==> config.mk <==
export PLATFORM = sky130hd
export DESIGN_NAME = mcdma_s2mm_arbiter
export DESIGN_NICKNAME = d
export VERILOG_FILES = /design/src/rtl/mcdma_s2mm_arbiter.sv
export SDC_FILE = /design/constraint.sdc
export NUM_CORES = 1
export LEC_CHECK = 0
export ABC_CLOCK_PERIOD_IN_PS = 8200
export CAP_MARGIN = 20
export CORE_MARGIN = 3
export CORE_UTILIZATION = 46
export DETAILED_ROUTE_END_ITERATION = 12
export HOLD_SLACK_MARGIN = 0.06
export PLACE_DENSITY_LB_ADDON = 0.3
export SETUP_SLACK_MARGIN = 0.5
export SYNTH_ARGS = -nofsm -noshare
export SYNTH_HDL_FRONTEND = slang
export SYNTH_SLANG_ARGS = --single-unit
==> constraint.sdc <==
create_clock -name clk100mhz_0 -period 8.2 [get_ports clk100mhz_0]
set_clock_uncertainty 0.15 [all_clocks]
set_input_delay 1.23 -clock clk100mhz_0 [delete_from_list [all_inputs] [get_ports clk100mhz_0]]
set_output_delay 1.23 -clock clk100mhz_0 [all_outputs]
set_load 0.05 [all_outputs]
==> src/rtl/mcdma_s2mm_arbiter.sv <==
// Packet-atomic round-robin merge of NUM_CH AXI-Stream producers onto one
// S2MM stream, with a two-entry registered skid buffer on the output.
`timescale 1ns/1ps

module mcdma_s2mm_arbiter #(
    parameter int unsigned NUM_CH  = 4,
    parameter int unsigned DATA_W  = 32,
    parameter int unsigned TDEST_W = 4,
    parameter int unsigned TID_W   = 16,
    parameter int unsigned TUSER_W = 16
) (
    input  logic                            clk100mhz_0,
    input  logic                            peripheral_reset_0,
    input  logic [NUM_CH*DATA_W-1:0]        src_tdata,
    input  logic [NUM_CH*(DATA_W/8)-1:0]    src_tkeep,
    input  logic [NUM_CH*TUSER_W-1:0]       src_tuser,
    input  logic [NUM_CH-1:0]               src_tlast,
    input  logic [NUM_CH-1:0]               src_tvalid,
    output logic [NUM_CH-1:0]               src_tready,
    input  logic [NUM_CH-1:0]               ch_enable,
    output logic [DATA_W-1:0]               S_AXIS_S2MM_0_tdata,
    output logic [DATA_W/8-1:0]             S_AXIS_S2MM_0_tkeep,
    output logic [TUSER_W-1:0]              S_AXIS_S2MM_0_tuser,
    output logic [TDEST_W-1:0]              S_AXIS_S2MM_0_tdest,
    output logic [TID_W-1:0]                S_AXIS_S2MM_0_tid,
    output logic                            S_AXIS_S2MM_0_tlast,
    output logic                            S_AXIS_S2MM_0_tvalid,
    input  logic                            S_AXIS_S2MM_0_tready,
    output logic                            grant_valid,
    output logic [$clog2(NUM_CH)-1:0]       grant_ch
);

    localparam int unsigned KEEP_W = DATA_W / 8;
    localparam int unsigned GCH_W  = $clog2(NUM_CH);

    // One buffered beat; channel index becomes tdest/tid on the way out.
    typedef struct packed {
        logic [DATA_W-1:0]  data;
        logic [KEEP_W-1:0]  keep;
        logic [TUSER_W-1:0] user;
        logic [GCH_W-1:0]   ch;
        logic               last;
    } beat_t;

    typedef enum logic {
        ST_IDLE = 1'b0,
        ST_XFER = 1'b1
    } state_t;

    state_t             r_state;
    logic [GCH_W-1:0]   r_grant_ch;
    logic [GCH_W-1:0]   r_last_grant;
    logic               r_grant_valid;
    logic [NUM_CH-1:0]  r_src_tready;

    beat_t              r_out;
    logic               r_out_valid;
    beat_t              r_skid;
    logic               r_skid_valid;

    beat_t              w_in;
    beat_t              w_out_nxt;
    beat_t              w_skid_nxt;
    logic               w_out_valid_nxt;
    logic               w_skid_valid_nxt;
    logic               w_can_accept_nxt;
    logic               w_push;
    logic               w_pop;
    logic [NUM_CH-1:0]  w_req;
    logic [GCH_W-1:0]   w_winner;
    logic [NUM_CH-1:0]  w_win_oh;
    logic [NUM_CH-1:0]  w_grant_oh;

    // First requesting channel searching upward from last+1, wrapping.
    function automatic logic [GCH_W-1:0] rr_pick(input logic [NUM_CH-1:0] req,
                                                  input logic [GCH_W-1:0]  last);
        logic [GCH_W-1:0] pick;
        logic             found;
        int unsigned      idx;
        pick  = '0;
        found = 1'b0;
        for (int unsigned i = 1; i <= NUM_CH; i++) begin
            idx = 32'(last) + i;
            if (idx >= NUM_CH) begin
                idx = idx - NUM_CH;
            end
            if (!found && req[GCH_W'(idx)]) begin
                pick  = GCH_W'(idx);
                found = 1'b1;
            end
        end
        return pick;
    endfunction

    // Arbitration inputs and the granted channel's current beat.
    always_comb begin
        w_req      = src_tvalid & ch_enable;
        w_winner   = rr_pick(w_req, r_last_grant);
        w_win_oh   = NUM_CH'(1) << w_winner;
        w_grant_oh = NUM_CH'(1) << r_grant_ch;
        w_in.data  = src_tdata[32'(r_grant_ch)*DATA_W +: DATA_W];
        w_in.keep  = src_tkeep[32'(r_grant_ch)*KEEP_W +: KEEP_W];
        w_in.user  = src_tuser[32'(r_grant_ch)*TUSER_W +: TUSER_W];
        w_in.ch    = r_grant_ch;
        w_in.last  = src_tlast[r_grant_ch];
        w_push     = |(src_tvalid & r_src_tready);
        w_pop      = r_out_valid & S_AXIS_S2MM_0_tready;
    end

    // Skid buffer next state: output register refills from skid first, then input.
    always_comb begin
        w_out_nxt        = r_out;
        w_out_valid_nxt  = r_out_valid;
        w_skid_nxt       = r_skid;
        w_skid_valid_nxt = r_skid_valid;
        if (!r_out_valid || w_pop) begin
            if (r_skid_valid) begin
                w_out_nxt        = r_skid;
                w_out_valid_nxt  = 1'b1;
                w_skid_valid_nxt = w_push;
                if (w_push) begin
                    w_skid_nxt = w_in;
                end
            end else if (w_push) begin
                w_out_nxt       = w_in;
                w_out_valid_nxt = 1'b1;
            end else begin
                w_out_valid_nxt = 1'b0;
            end
        end else if (w_push) begin
            w_skid_nxt       = w_in;
            w_skid_valid_nxt = 1'b1;
        end
        w_can_accept_nxt = !(w_out_valid_nxt && w_skid_valid_nxt);
    end

    // Skid buffer storage; reset drops anything in flight.
    always_ff @(posedge clk100mhz_0 or posedge peripheral_reset_0) begin
        if (peripheral_reset_0) begin
            r_out        <= '0;
            r_out_valid  <= 1'b0;
            r_skid       <= '0;
            r_skid_valid <= 1'b0;
        end else begin
            r_out        <= w_out_nxt;
            r_out_valid  <= w_out_valid_nxt;
            r_skid       <= w_skid_nxt;
            r_skid_valid <= w_skid_valid_nxt;
        end
    end

    // Grant FSM; src_tready is registered from next-cycle buffer occupancy.
    always_ff @(posedge clk100mhz_0 or posedge peripheral_reset_0) begin
        if (peripheral_reset_0) begin
            r_state       <= ST_IDLE;
            r_last_grant  <= GCH_W'(NUM_CH - 1);
            r_grant_ch    <= '0;
            r_grant_valid <= 1'b0;
            r_src_tready  <= '0;
        end else begin
            case (r_state)
                ST_IDLE: begin
                    r_src_tready <= '0;
                    if (|w_req) begin
                        r_grant_ch    <= w_winner;
                        r_grant_valid <= 1'b1;
                        r_state       <= ST_XFER;
                        r_src_tready  <= w_can_accept_nxt ? w_win_oh : '0;
                    end
                end
                ST_XFER: begin
                    if (w_push && w_in.last) begin
                        r_last_grant  <= r_grant_ch;
                        r_grant_valid <= 1'b0;
                        r_state       <= ST_IDLE;
                        r_src_tready  <= '0;
                    end else begin
                        r_src_tready  <= w_can_accept_nxt ? w_grant_oh : '0;
                    end
                end
                default: begin
                    r_state <= ST_IDLE;
                end
            endcase
        end
    end

    assign src_tready           = r_src_tready;
    assign grant_valid          = r_grant_valid;
    assign grant_ch             = r_grant_ch;
    assign S_AXIS_S2MM_0_tdata  = r_out.data;
    assign S_AXIS_S2MM_0_tkeep  = r_out.keep;
    assign S_AXIS_S2MM_0_tuser  = r_out.user;
    assign S_AXIS_S2MM_0_tdest  = TDEST_W'(r_out.ch);
    assign S_AXIS_S2MM_0_tid    = TID_W'(r_out.ch);
    assign S_AXIS_S2MM_0_tlast  = r_out.last;
    assign S_AXIS_S2MM_0_tvalid = r_out_valid;

endmodule

==> flow_metrics.py <==
metrics = {
    "yosys": {
        "postSynthAreaPerCell_um2": 13.19,
        "syn_area_mm2": 0.006675,
        "synth-seq-cells": 122,
        "synthCells": 506,
        "async_flop_share_pct": 100.0,
        "yosysTopAreaCell": "dfrtp_1",
        "synth_edf_count": 0,
        "synth_top_area_share_pct": 44.99,
        "synth_top_flop_cell": "dfrtp_1",
        "ys_seq_area_share_pct": 45.77,
        "ys_top_cells_by_area": "dfrtp_1 (45%), mux4_2 (18%), mux2_2 (9.4%)",
        "ys_warn_count": 0,
        "yosysUniqueCellTypes": 43,
    },
    "critical_path": {
        "cp-start-kind": "flip-flop",
        "crit_family": "buffers and inverters",
        "critPathBufInv": 1,
        "cp_max_fo": 21,
        "path_class": "reg2out",
        "crit_arrival_ns": 1.97,
        "slowest_stage": "clkdlybuf4s50_1",
        "worstPathCellList": "clkdlybuf4s50_1",
        "required_ns": 6.82,
        "max_stage_delay_ns": 0.89,
        "end_kind": "primary output",
    },
    "pwr": {
        "powerDensity_mw_per_mm2": 411.4,
        "total_leakage_power_nw": 4.068,
        "power.total_w": 0.004169,
        "vdd_drop_max_mv": 0.3080,
    },
    "clocking": {
        "cts_buffers": 17,
        "cts_tree": "done",
        "cts_resized": 0,
        "clockBufferDepth": 2,
        "cts_setup_buffers": 0,
        "cts.sinks": 122,
        "cts.clk_slew.worst_paths_ns": 0.05,
        "hold_buffers": 0,
        "clk_latency_ns": 0.41,
        "htreeDepth": 4,
        "cts-root-buf": "clkbuf_16",
    },
    "hold_path": {
        "min_path_type": "reg2reg",
    },
    "sta": {
        "fin_hold_ws_ns": 0.3292,
        "drv_slew": 0,
        "relSlewSlack_pct": 25.27,
        "setup_viol": 0,
        "final.period_utilization_pct": 40.86,
        "period_minus_slack_ns": 3.351,
        "worstMarginPinSlew_ns": 1.121,
        "hold_violations": 0,
        "max_freq_ghz": 0.2984,
        "setup_tns_ns": 0,
        "rsz0062_at_grt": "false",
    },
    "die": {
        "die_h_um": 126.5,
        "io_pins": 304,
        "dieArea_mm2": 0.01599,
        "core-area_mm2": 0.01404,
        "num_rows": 43,
        "start_util_pct": 47.54,
        "die_w_um": 126.5,
    },
    "global_route": {
        "overflow": 0,
        "antenna_found_initial": 0,
        "grt_max_degree": 111,
        "grt_pass1_wl_um": 28450,
        "grt_pass1_vias": 5641,
        "grt.total_usage_pct": 22.35,
    },
    "route": {
        "wl_um": 17870,
        "drcViolationCount": 0,
        "wl_per_cell_um": 18.48,
        "firstDrtPassIters": 4,
        "drtIter0Drc": 239,
        "viasPerCell": 5.429,
        "final_antenna_net_count": 0,
        "vias": 5250,
    },
    "place": {
        "numPortBuffers": 287,
        "place_congestion": 0.8601,
        "dp_hpwl_um": 12990,
    },
    "flow_run": {
        "drv_cap": 0,
    },
    "cells_and_area": {
        "nFillCells": 961,
        "drive_above_1_share_pct": 19.82,
        "fin_nets": 997,
        "area_growth_pct": 51.83,
        "diodes": 0,
    },
    "status": {
        "status": "finished, final reports clean",
    },
}
[worst paths after layout]
| check | startpoint | slack, ns | end | cells after the start |
|---|---|---|---|---|
| worst max register to register | grant_ch[0] | 5.27 | src_tready[3] | 5 |
| worst min register to register | S_AXIS_S2MM_0_tuser[14] | 0.33 | S_AXIS_S2MM_0_tuser[14] | 2 |
| worst min-delay path | S_AXIS_S2MM_0_tuser[14] | 0.33 | S_AXIS_S2MM_0_tuser[14] | 2 |
| max in group asynchronous | peripheral_reset_0 | 5.41 | S_AXIS_S2MM_0_tkeep[0] | 3 |
| min in group asynchronous | peripheral_reset_0 | 1.12 | S_AXIS_S2MM_0_tdata[12] | 2 |
| worst max-delay path | grant_ch[0] | 4.85 | grant_ch[0] | 1 |
[Yosys cell counts (4+ instances only)]
library cell and n:
buf_2 13, buf_4 25, buf_6 8, clkbuf_1 6, clkbuf_2 4, dfrtp_1 120, inv_1 5, mux2_2 56
mux2i_1 57, mux4_2 53, nand2_1 60, o21ai_0 57, o32ai_1 5
[report_power, final]
part | internal, W | total [W] | switching (W)
combinational | 0.000980 | 0.00219 | 0.00121
sequential | 0.000919 | 0.00118 | 0.000257
clock | 0.000540 | 0.000806 | 0.000266
[worst reg2reg max path: stages (launching register included)]
cell,delay [ns]
dfrtp_4,0.67
buf_4,0.71
mux4_2,0.70
nor3_2,0.19
o211ai_1,0.18
o32ai_1,0.21
[cells in the final DEF, fill, tap and decap left out, types with 2 or more instances in the layout]
cell type	instances
a22oi_1	2
a21oi_1	2
dfstp_2	2
mux4_2	53
clkbuf_8	4
clkbuf_16	17
mux2i_1	57
o32ai_1	4
clkinvlp_4	3
nor2_1	2
dfrtp_4	2
inv_1	4
buf_4	5
conb_1	16
a22o_1	2
o21ai_0	57
dfrtp_1	117
nand4b_1	2
o31ai_1	2
bufinv_16	4
clkinv_2	3
mux2_2	56
nand2_1	60
clkdlybuf4s50_1	287
[flip-flops by register name, summed over array words and instances, names as in the netlist]
signal / count
S_AXIS_S2MM_0_tuser: 16
r_state: 1
grant_ch: 2
r_skid: 55
r_last_grant: 2
S_AXIS_S2MM_0_tdest: 2
S_AXIS_S2MM_0_tkeep: 4
S_AXIS_S2MM_0_tdata: 32
r_skid_valid: 1
S_AXIS_S2MM_0_tlast: 1
S_AXIS_S2MM_0_tvalid: 1
grant_valid: 1
src_tready: 4
[metrics by stage]
step           setup slack (ns)  cell area (µm²)  utilization [%]  std cells
2_1_floorplan             3.581             6731                -        521
3_3_place_gp              4.535             9488            67.57        935
3_5_place_dp              4.470             9488            67.57        935
4_1_cts                   4.803            10130            72.17        967
5_1_grt                   4.730            10130            72.17        967
6_report                  4.849            10130            72.17        967
[kinds of logic (layout without fill, tap and decap cells)]
kind of cell	count (synthesis)	in the layout	share of synthesized area (%)
AO/OA/AOI/OAI	81	81	7.179
buffers and inverters	63	329	6.410
flip-flops	122	122	45.77
multiplexers	166	166	35.88
other	1	16	0.05618
AND/OR/NAND/NOR	73	73	4.705
[cell type report]
type | count | area, µm² | share of cell area (%)
flip-flops and latches | 122 | 3064 | 30.23
repair buffers | 292 | 2910 | 28.72
well taps | 180 | 225.2 | 2.222
clock inverters | 11 | 166.4 | 1.642
multi-input cells | 336 | 3267 | 32.23
clock buffers | 21 | 480.5 | 4.741
inverters | 5 | 21.27 | 0.2099
[per-layer routing]
metal | part of all wire, % | GRT usage [%] | routed length [µm] | vias to the layer above
li1 | - | - | - | 2388
met1 | 38 | 25.32 | 6789 | 2601
met2 | 53 | 40.35 | 9393 | 239
met3 | 7.8 | 7.368 | 1402 | 22
met4 | 1.6 | 6.183 | 279 | 0
met5 | 0 | 0 | 0 | -
Power figures use the tool's default switching activity.
